File: src/rtl/load_store_unit.sv
// Load/store unit: sequences PASS, word/byte loads and word/byte stores against a
// word-addressed data memory and returns one registered write-back per request.
module load_store_unit (
    input  logic        clk,
    input  logic        reset,
    input  logic        ex_valid,
    output logic        ex_ready,
    input  logic [2:0]  ex_op,
    input  logic [15:0] ex_addr,
    input  logic [15:0] ex_wdata,
    input  logic [15:0] ex_alu,
    input  logic [2:0]  ex_rd,
    output logic        mem_we,
    output logic [15:0] mem_addr,
    output logic [15:0] mem_wdata,
    input  logic [15:0] mem_rdata,
    output logic        wb_valid,
    output logic        wb_we,
    output logic [2:0]  wb_rd,
    output logic [15:0] wb_data,
    output logic        misalign_err
);

    typedef enum logic [1:0] {IDLE, ACCESS, MERGE} state_t;
    typedef enum logic [2:0] {
        OP_PASS = 3'b000, OP_LW = 3'b001, OP_LB = 3'b010, OP_LBU = 3'b011,
        OP_SW   = 3'b100, OP_SB = 3'b101, OP_RSV6 = 3'b110, OP_RSV7 = 3'b111
    } op_t;

    state_t      state_q, state_d;
    op_t         op_q, op_d;
    logic [15:0] addr_q, addr_d;
    logic [15:0] wdata_q, wdata_d;
    logic [15:0] alu_q, alu_d;
    logic [2:0]  rd_q, rd_d;
    logic [15:0] merge_q, merge_d;
    logic        wb_valid_q, wb_valid_d;
    logic        wb_we_q, wb_we_d;
    logic [2:0]  wb_rd_q, wb_rd_d;
    logic [15:0] wb_data_q, wb_data_d;
    logic        mis_q, mis_d;

    logic [7:0]  byte_sel;
    logic [15:0] merged_word;

    assign byte_sel    = addr_q[0] ? mem_rdata[15:8] : mem_rdata[7:0];
    assign merged_word = addr_q[0] ? {wdata_q[7:0], merge_q[7:0]}
                                   : {merge_q[15:8], wdata_q[7:0]};

    always_comb begin
        state_d    = state_q;
        op_d       = op_q;
        addr_d     = addr_q;
        wdata_d    = wdata_q;
        alu_d      = alu_q;
        rd_d       = rd_q;
        merge_d    = merge_q;
        wb_valid_d = 1'b0;
        wb_we_d    = wb_we_q;
        wb_rd_d    = wb_rd_q;
        wb_data_d  = wb_data_q;
        mis_d      = 1'b0;
        mem_we     = 1'b0;
        mem_addr   = '0;
        mem_wdata  = '0;

        case (state_q)
            IDLE: begin
                if (ex_valid) begin
                    op_d    = op_t'(ex_op);
                    addr_d  = ex_addr;
                    wdata_d = ex_wdata;
                    alu_d   = ex_alu;
                    rd_d    = ex_rd;
                    state_d = ACCESS;
                end
            end
            ACCESS: begin
                mem_addr   = {1'b0, addr_q[15:1]};
                state_d    = IDLE;
                wb_valid_d = 1'b1;
                wb_rd_d    = rd_q;
                wb_we_d    = 1'b1;
                case (op_q)
                    OP_LW: begin
                        if (addr_q[0]) begin
                            wb_we_d   = 1'b0;
                            wb_data_d = '0;
                            mis_d     = 1'b1;
                        end else begin
                            wb_data_d = mem_rdata;
                        end
                    end
                    OP_LB:  wb_data_d = {{8{byte_sel[7]}}, byte_sel};
                    OP_LBU: wb_data_d = {8'h00, byte_sel};
                    OP_SW: begin
                        wb_we_d   = 1'b0;
                        wb_data_d = '0;
                        if (addr_q[0]) begin
                            mis_d = 1'b1;
                        end else begin
                            mem_we    = 1'b1;
                            mem_wdata = wdata_q;
                        end
                    end
                    OP_SB: begin
                        // Read half of the read-modify-write; write-back waits for MERGE.
                        wb_valid_d = 1'b0;
                        wb_we_d    = wb_we_q;
                        wb_rd_d    = wb_rd_q;
                        merge_d    = mem_rdata;
                        state_d    = MERGE;
                    end
                    default: wb_data_d = alu_q;
                endcase
            end
            MERGE: begin
                mem_addr   = {1'b0, addr_q[15:1]};
                mem_we     = 1'b1;
                mem_wdata  = merged_word;
                state_d    = IDLE;
                wb_valid_d = 1'b1;
                wb_we_d    = 1'b0;
                wb_rd_d    = rd_q;
                wb_data_d  = '0;
            end
            default: state_d = IDLE;
        endcase
    end

    always_ff @(posedge clk or posedge reset) begin
        if (reset) begin
            state_q    <= IDLE;
            op_q       <= OP_PASS;
            addr_q     <= '0;
            wdata_q    <= '0;
            alu_q      <= '0;
            rd_q       <= '0;
            merge_q    <= '0;
            wb_valid_q <= 1'b0;
            wb_we_q    <= 1'b0;
            wb_rd_q    <= '0;
            wb_data_q  <= '0;
            mis_q      <= 1'b0;
        end else begin
            state_q    <= state_d;
            op_q       <= op_d;
            addr_q     <= addr_d;
            wdata_q    <= wdata_d;
            alu_q      <= alu_d;
            rd_q       <= rd_d;
            merge_q    <= merge_d;
            wb_valid_q <= wb_valid_d;
            wb_we_q    <= wb_we_d;
            wb_rd_q    <= wb_rd_d;
            wb_data_q  <= wb_data_d;
            mis_q      <= mis_d;
        end
    end

    assign ex_ready     = (state_q == IDLE);
    assign wb_valid     = wb_valid_q;
    assign wb_we        = wb_we_q;
    assign wb_rd        = wb_rd_q;
    assign wb_data      = wb_data_q;
    assign misalign_err = mis_q;

endmodule

File: config.mk
export PLATFORM = sky130hd
export DESIGN_NAME = load_store_unit
export DESIGN_NICKNAME = d
export VERILOG_FILES = /design/src/rtl/load_store_unit.sv
export SDC_FILE = /design/constraint.sdc
export NUM_CORES = 1
export LEC_CHECK = 0
export ABC_AREA = 1
export CORE_MARGIN = 3
export CORE_UTILIZATION = 50
export CTS_BUF_LIST = sky130_fd_sc_hd__clkbuf_2
export CTS_CLUSTER_DIAMETER = 150
export CTS_CLUSTER_SIZE = 12
export DETAILED_ROUTE_END_ITERATION = 12
export GPL_TIMING_DRIVEN = 0
export PLACE_DENSITY = 0.83
export SLEW_MARGIN = 20
export SYNTH_ARGS = -nofsm -noshare
export SYNTH_HDL_FRONTEND = slang
export SYNTH_SLANG_ARGS = --single-unit
export TNS_END_PERCENT = 100
File: constraint.sdc
create_clock -name clk -period 6.91 [get_ports clk]
set_clock_uncertainty 0.15 [all_clocks]
set_input_delay 1.7275 -clock clk [delete_from_list [all_inputs] [get_ports clk]]
set_output_delay 1.7275 -clock clk [all_outputs]
set_load 0.03 [all_outputs]
==> load_flow_metrics.sql, run 1 <==
INSERT INTO impl_metrics (metric_group, metric, value, unit) VALUES
('routing', 'routedLengthMet1', '5.16', 'mm'),
('logic_synthesis', 'muxShareOfSynthArea', '9.50', '%'),
('critical_path', 'cp_data_arrival_time', '2.82', 'ns'),
('routing', 'ant_nets', '0', ''),
('routing', 'met3_length', '733', 'um'),
('logic_synthesis', 'largest_family_of_logic_cells_by_synthesized_area', 'simple AND/OR/NAND/NOR gates', ''),
('clock_tree', 'holdBufCountCts', '0', ''),
('placement', 'place_hpwl', '9.54', 'mm'),
('logic_synthesis', 'yosys-top-cells-area', 'dfrtp_1, nand2_1, mux2_2', ''),
('hold_path', 'path_category_of_the_worst_min_delay_check', 'reg2reg', ''),
('sta', 'setup_tns_final', '0', 'ns'),
('clock_tree', 'cts-root-buf', 'clkbuf_2', ''),
('routing', 'route.top_layer_used', 'met4', ''),
('routing', 'route.met2.wl', '6.17', 'mm'),
('logic_synthesis', 'synthSimpleGateAreaFrac', '19.9', '%'),
('floorplanning', 'placementRows', '34', ''),
('cells_and_area', 'fraction_of_layout_instances_using_a_drive_strength_above_1', '12.4', '%'),
('pwr', 'ir_worst_vdd', '0.290', 'mV'),
('logic_synthesis', 'post-synth-top-area-cell', 'dfrtp_1', ''),
('logic_synthesis', 'synth_warnings', '0', ''),
('global_route', 'maximum_number_of_pins_on_one_net_before_global_route_repair', '58', ''),
('routing', 'detail_route.first_pass.iterations', '6', ''),
('routing', 'wire_per_inst', '15.5', 'um'),
('routing', 'initialDrtViolationCount', '258', ''),
('routing', 'drc_errors', '0', ''),
('pwr', 'leak', '0.00299', 'uW'),
('global_route', 'first_global_vias', '4186', ''),
('critical_path', 'critPathMaxFanout', '10', ''),
('logic_synthesis', 'synth_area_in_xor_xnor', '0', '%'),
('cells_and_area', 'syn_to_final_growth', '33.3', '%'),
('placement', 'placed_cell_area', '0.00606', 'mm^2'),
('floorplanning', 'floorplan.initialDensity', '52.3', '%'),
('critical_path', 'crit_type', 'reg2out', ''),
('cells_and_area', 'final.fill_count', '754', ''),
('clock_tree', 'cts-resized-gates', '0', ''),
('clock_tree', 'cts_tree', 'yes', ''),
('placement', 'port_buffers', '127', ''),
('logic_synthesis', 'synthAdderAreaFrac', '0.812', '%'),
('pwr', 'p_per_area', '456', 'mW/mm^2'),
('global_route', 'antenna_violations_before_repair', '0', ''),
('status', 'run_status', 'complete, no violations', ''),
('sta', 'slew_at_the_pin_closest_to_its_max_slew_limit', '0.571', 'ns'),
('logic_synthesis', 'netlist.area_leader.share', '50.9', '%'),
('routing', 'routed_wl', '12.3', 'mm'),
('cells_and_area', 'design_area', '0.00617', 'mm^2'),
('global_route', 'gr-usage-all-layers', '24.6', '%'),
('cells_and_area', 'final_util', '69.7', '%'),
('logic_synthesis', 'seq_area_frac_synth', '50.9', '%'),
('sta', 'timing.max_slew.rel_slack', '61.9', '%'),
('clock_tree', 'cts-htree-levels', '3', ''),
('clock_tree', 'insertion_delay', '0.53', 'ns'),
('floorplanning', 'num_io_pins', '129', ''),
('sta', 'hold_viol_final', '0', ''),
('logic_synthesis', 'netlist_area_before_placement', '0.00462', 'mm^2'),
('sta', 'timing.final.setup_violations', '0', ''),
('logic_synthesis', 'synthesis.nets', '617', ''),
('sta', 'fmax', '0.213', 'GHz'),
('clock_tree', 'cts_post_setup_buffers_inserted', '0', ''),
('placement', 'gp_congestion', '0.865', ''),
('clock_tree', 'clock_tree.buffer_depth', '2', ''),
('floorplanning', 'fp.dieH', '102', 'um'),
('cells_and_area', 'n_antenna_cell', '0', ''),
('logic_synthesis', 'synth_compound_gate_area_share', '10.0', '%'),
('sta', 'post_route_clock_period_utilization', '68.0', '%'),
('sta', 'finalWorstPathRequiredPeriod', '4.70', 'ns'),
('logic_synthesis', 'synth_area_per_cell', '8.55', 'um^2'),
('critical_path', 'cp.required', '5.03', 'ns'),
('routing', 'routed-via-count', '4205', ''),
('clock_tree', 'number_of_sinks_on_the_clock_net', '94', ''),
('routing', 'post_drt_via_cell_ratio', '5.30', ''),
('global_route', 'overflow', '0', '');
layout make-up:
cell class	count	area (um^2)	share of cell area, %
Buffer	28	163	2.64
Clock inverter	5	50.0	0.812
Tap cell	108	135	2.19
Sequential cell	94	2350	38.1
Timing Repair Buffer	128	1300	21.1
Inverter	64	248	4.02
Multi-Input combinational cell	355	1860	30.2
Clock buffer	11	55.1	0.893
registers in the layout (all words and copies together), names as in the netlist:
name,flops
addr_q,16
alu_q,16
merge_q,16
wb_data,16
wdata_q,16
op_q,3
rd_q,3
wb_rd,3
state_q,2
misalign_err,1
wb_valid,1
wb_we,1
critical path, cell delays in order, from the launching register on:
cell and delay (ns):
dfrtp_1 0.44, inv_1 0.08, ha_1 0.38, clkbuf_1 0.36
o21ai_0 0.15, a21oi_1 0.17, clkdlybuf4s50_1 0.73
cell usage after synthesis:
| master | count |
|---|---|
| nor2_2 | 1 |
| nand2_2 | 2 |
| inv_1 | 60 |
| nand2_4 | 1 |
| nor3_1 | 1 |
| mux2_2 | 39 |
| inv_2 | 2 |
| o21ai_2 | 2 |
| o21ai_0 | 53 |
| dfrtp_1 | 94 |
| ha_1 | 3 |
| clkinv_1 | 1 |
| inv_6 | 1 |
| a21oi_1 | 33 |
| buf_2 | 10 |
| nand3_1 | 34 |
| nand2_1 | 142 |
| nand4_2 | 1 |
| nor2_4 | 2 |
| conb_1 | 1 |
| buf_4 | 4 |
| buf_6 | 4 |
| a21oi_4 | 1 |
| clkbuf_1 | 10 |
| nor2_1 | 39 |
cell families (layout without fill, tap and decap cells):
kind of cell / Yosys count / after routing
flip-flops: 94 / 94
other: 1 / 1
AND/OR/NAND/NOR: 223 / 223
multiplexers: 39 / 39
adder cells (fa/ha/maj): 3 / 3
AO/OA/AOI/OAI: 89 / 89
buffers and inverters: 92 / 236
layer usage:
layer / vias to the layer above / global-route usage (%)
li1: 1996 / -
met2: 173 / 41.3
met4: 0 / 8.58
met5: - / 0
met3: 17 / 3.55
met1: 2019 / 32.6
report_power, final:
group | internal, uW | switching [uW] | total [uW]
Combinational | 634 | 950 | 1580
Clock | 83.9 | 177 | 261
Sequential | 819 | 146 | 965
metrics by stage:
stage / power [uW] / hold slack, ns / cells / worst slack [ns]
2_1_floorplan: 2010 / 0.298 / 541 / 2.58
3_3_place_gp: 2490 / 0.312 / 776 / 1.26
3_5_place_dp: 2560 / 0.322 / 777 / 2.82
4_1_cts: 2820 / 0.368 / 793 / 2.18
5_1_grt: 3020 / 0.379 / 793 / 1.97
6_report: 2810 / 0.364 / 793 / 2.21
final timing paths:
path | from | depth (start not counted) | end | slack [ns]
min in group asynchronous | reset | 2 | addr_q[14] | 1.39
hold / removal | wb_data[14] | 2 | wb_data[14] | 0.36
hold reg to reg | wb_data[14] | 2 | wb_data[14] | 0.36
setup / recovery | state_q[1] | 6 | mem_wdata[6] | 2.21
setup reg to reg | state_q[1] | 6 | op_q[2] | 5.00
max in group asynchronous | reset | 3 | wb_we | 4.55
placed cells by master, fill, tap and decap left out:
cell type,n
nor2_2,1
nor2_1,39
nor3_1,1
clkbuf_2,11
a21oi_1,33
bufinv_16,1
dfrtp_1,94
conb_1,1
nand2_1,142
buf_16,1
inv_1,59
buf_6,4
clkinv_1,4
buf_2,10
clkdlybuf4s50_1,127
inv_6,1
inv_2,2
clkinv_4,1
nor2_4,2
mux2_2,39
o21ai_0,53
inv_4,1
buf_4,4
a21oi_4,1
nand2_4,1
o21ai_2,2
nand4_2,1
nand3_1,34
ha_1,3
clkbuf_1,10
nand2_2,2
Power figures use the tool's default switching activity.
==> run 2, diff against run 1 <==
--- a/config.mk
+++ b/config.mk
@@ -7,13 +7,13 @@
 export LEC_CHECK = 0
 export ABC_AREA = 1
 export CORE_MARGIN = 3
-export CORE_UTILIZATION = 50
+export CORE_UTILIZATION = 45
 export CTS_BUF_LIST = sky130_fd_sc_hd__clkbuf_2
 export CTS_CLUSTER_DIAMETER = 150
 export CTS_CLUSTER_SIZE = 12
 export DETAILED_ROUTE_END_ITERATION = 12
 export GPL_TIMING_DRIVEN = 0
-export PLACE_DENSITY = 0.83
+export PLACE_DENSITY = 0.79
 export SLEW_MARGIN = 20
 export SYNTH_ARGS = -nofsm -noshare
 export SYNTH_HDL_FRONTEND = slang
==> constraint.sdc (replaced) <==
create_clock -name clk -period 4 [get_ports clk]
set_clock_uncertainty 0.15 [all_clocks]
set_input_delay 1 -clock clk [delete_from_list [all_inputs] [get_ports clk]]
set_output_delay 1 -clock clk [all_outputs]
set_load 0.03 [all_outputs]
==> load_flow_metrics.sql, run 2 (synthesized netlist as in run 1, its figures left out) <==
INSERT INTO impl_metrics (metric_group, metric, value, unit) VALUES
('global_route', 'first_global_vias', '4198', ''),
('clock_tree', 'number_of_sinks_on_the_clock_net', '94', ''),
('global_route', 'global_route_wire_length_before_repair', '20.2', 'mm'),
('global_route', 'globalRouteMet1Util', '29.0', '%'),
('cells_and_area', 'final_util', '63.3', '%'),
('clock_tree', 'insertion_delay', '0.55', 'ns'),
('flow_run', 'max-cap-violations', '0', ''),
('pwr', 'leak', '0.00324', 'uW'),
('critical_path', 'cp_top_family', 'buffers and inverters', ''),
('critical_path', 'cp_data_arrival_time', '2.63', 'ns'),
('global_route', 'maximum_number_of_pins_on_one_net_before_global_route_repair', '63', ''),
('global_route', 'gr-usage-all-layers', '22.5', '%'),
('clock_tree', 'cts-root-buf', 'clkbuf_2', ''),
('cells_and_area', 'design_area', '0.00625', 'mm^2'),
('clock_tree', 'cts-htree-levels', '3', ''),
('cells_and_area', 'syn_to_final_growth', '35.1', '%'),
('clock_tree', 'clock_tree.buffer_depth', '2', ''),
('clock_tree', 'cts_post_setup_buffers_inserted', '0', ''),
('placement', 'place_hpwl', '9.53', 'mm'),
('critical_path', 'critPathMaxFanout', '10', ''),
('routing', 'post_drt_via_cell_ratio', '5.01', ''),
('critical_path', 'crit_type', 'reg2out', ''),
('sta', 'slew_violations', '0', ''),
('sta', 'slew_at_the_pin_closest_to_its_max_slew_limit', '0.612', 'ns'),
('clock_tree', 'holdBufCountCts', '0', ''),
('cells_and_area', 'layout.cells.most_common', 'nand2_1', ''),
('sta', 'fmax', '0.265', 'GHz'),
('floorplanning', 'core_area', '0.00986', 'mm^2'),
('sta', 'rsz0062_at_grt', 'no', ''),
('cells_and_area', 'fin_nets', '756', ''),
('routing', 'wire_per_inst', '15.1', 'um'),
('sta', 'post_route_clock_period_utilization', '94.5', '%'),
('routing', 'drc_errors', '0', ''),
('routing', 'routed_wl', '12.4', 'mm'),
('global_route', 'overflow', '0', ''),
('sta', 'timing.final.setup_violations', '0', ''),
('critical_path', 'critical_path.max_stage_delay', '0.66', 'ns'),
('hold_path', 'path_category_of_the_worst_min_delay_check', 'reg2reg', ''),
('clock_tree', 'clkSlewWorstSetupHoldPaths', '0.23', 'ns'),
('critical_path', 'timing.reg2reg.setup_slack', '2.10', 'ns'),
('cells_and_area', 'fraction_of_layout_instances_using_a_drive_strength_above_1', '12.8', '%'),
('critical_path', 'cp.required', '2.85', 'ns'),
('clock_tree', 'cts_tree', 'yes', ''),
('global_route', 'use_met3', '3.90', '%'),
('routing', 'initialDrtViolationCount', '226', ''),
('sta', 'hold_viol_final', '0', ''),
('routing', 'ant_nets', '0', ''),
('sta', 'timing.max_slew.rel_slack', '59.2', '%'),
('floorplanning', 'dieWidth', '107', 'um'),
('placement', 'placed_cell_area', '0.00609', 'mm^2'),
('global_route', 'met2_usage_in_global_routing', '36.7', '%'),
('routing', 'routed-via-count', '4100', ''),
('critical_path', 'critPathSlowestCell', 'clkdlybuf4s50_1', ''),
('floorplanning', 'num_io_pins', '129', ''),
('sta', 'finalWorstPathRequiredPeriod', '3.78', 'ns'),
('critical_path', 'critPathMostFrequentCell', 'inv_1', ''),
('pwr', 'p_per_area', '784', 'mW/mm^2'),
('global_route', 'antenna_violations_before_repair', '1', ''),
('floorplanning', 'fp.dieH', '107', 'um'),
('critical_path', 'timing.critical_path.from_type', 'flip-flop', ''),
('clock_tree', 'cts_buffers', '9', ''),
('placement', 'port_buffers', '127', ''),
('critical_path', 'timing.critical_path.to_type', 'output pin', ''),
('pwr', 'ir_worst_vdd', '0.483', 'mV'),
('floorplanning', 'floorplan.initialDensity', '46.9', '%'),
('routing', 'detail_route.first_pass.iterations', '6', ''),
('status', 'run_status', 'complete, no violations', ''),
('critical_path', 'cell_by_cell_trace_of_the_critical_path', 'inv_1 > ha_1 > clkbuf_1 > nand2_1 > inv_1 > clkdlybuf4s50_1', ''),
('floorplanning', 'fp.dieArea', '0.0115', 'mm^2'),
('critical_path', 'critPathBufInv', '4', ''),
('placement', 'gp_congestion', '0.863', ''),
('global_route', 'gr-max-usage-layer', 'met2', ''),
('cells_and_area', 'mostFrequentLayoutCells', 'nand2_1, clkdlybuf4s50_1, dfrtp_1', ''),
('floorplanning', 'placementRows', '36', '');
[run 2: repair_timing]
action	CTS	global route
pin swaps	0	0
gates resized for setup	7	11
endpoints found under the setup margin	7	11
[run 2: worst register-to-register path: stages, from the launching register on]
cell	delay, ns
dfrtp_1	0.42
inv_1	0.07
ha_1	0.21
nand2_1	0.21
buf_2	0.30
buf_2	0.31
o21ai_0	0.13
[run 2: metrics by stage]
stage | hold WS [ns] | cells | worst slack [ns] | setup TNS (ns) | total power [uW]
2_1_floorplan | 0.298 | 541 | 0.401 | 0 | 3470
3_3_place_gp | 0.312 | 801 | -0.947 | -88.59 | 4310
3_5_place_dp | 0.317 | 802 | 0.593 | 0 | 4410
4_1_cts | 0.366 | 818 | 0.000909 | 0 | 4930
5_1_grt | 0.393 | 819 | 0.0122 | 0 | 5290
6_report | 0.358 | 819 | 0.219 | 0 | 4900
[run 2: power by group]
| group | total [uW] | internal (uW) | switching (uW) |
|---|---|---|---|
| Clock | 517 | 208 | 309 |
| Combinational | 2720 | 1090 | 1630 |
| Sequential | 1660 | 1410 | 244 |
[run 2: layer usage]
| layer | up-vias | share of wire (%) |
|---|---|---|
| met5 | - | 0 |
| met4 | 0 | 3.3 |
| met3 | 33 | 7.5 |
| met2 | 153 | 49 |
| met1 | 1922 | 41 |
| li1 | 1992 | - |
[run 2: final timing paths]
kind,from,endpoint,cells past startpoint
min in group asynchronous,reset,alu_q[3],2
worst max-delay path,state_q[1],mem_addr[6],6
worst max register to register,state_q[1],state_q[0],6
worst min-delay path,wb_data[11],wb_data[11],2
max in group asynchronous,reset,wb_data[14],3
worst min register to register,wb_data[11],wb_data[11],2
[run 2: area by class of cell]
cell class                      instances  area [um^2]
Clock buffer                           11         55.1
Inverter                               64          250
Buffer                                 28          164
Fill cell                             883         3620
Antenna cell                            1         2.50
Clock inverter                          5         73.8
Sequential cell                        94         2350
Timing Repair Buffer                  128         1320
Multi-Input combinational cell        355         1860
Tap cell                              133          166
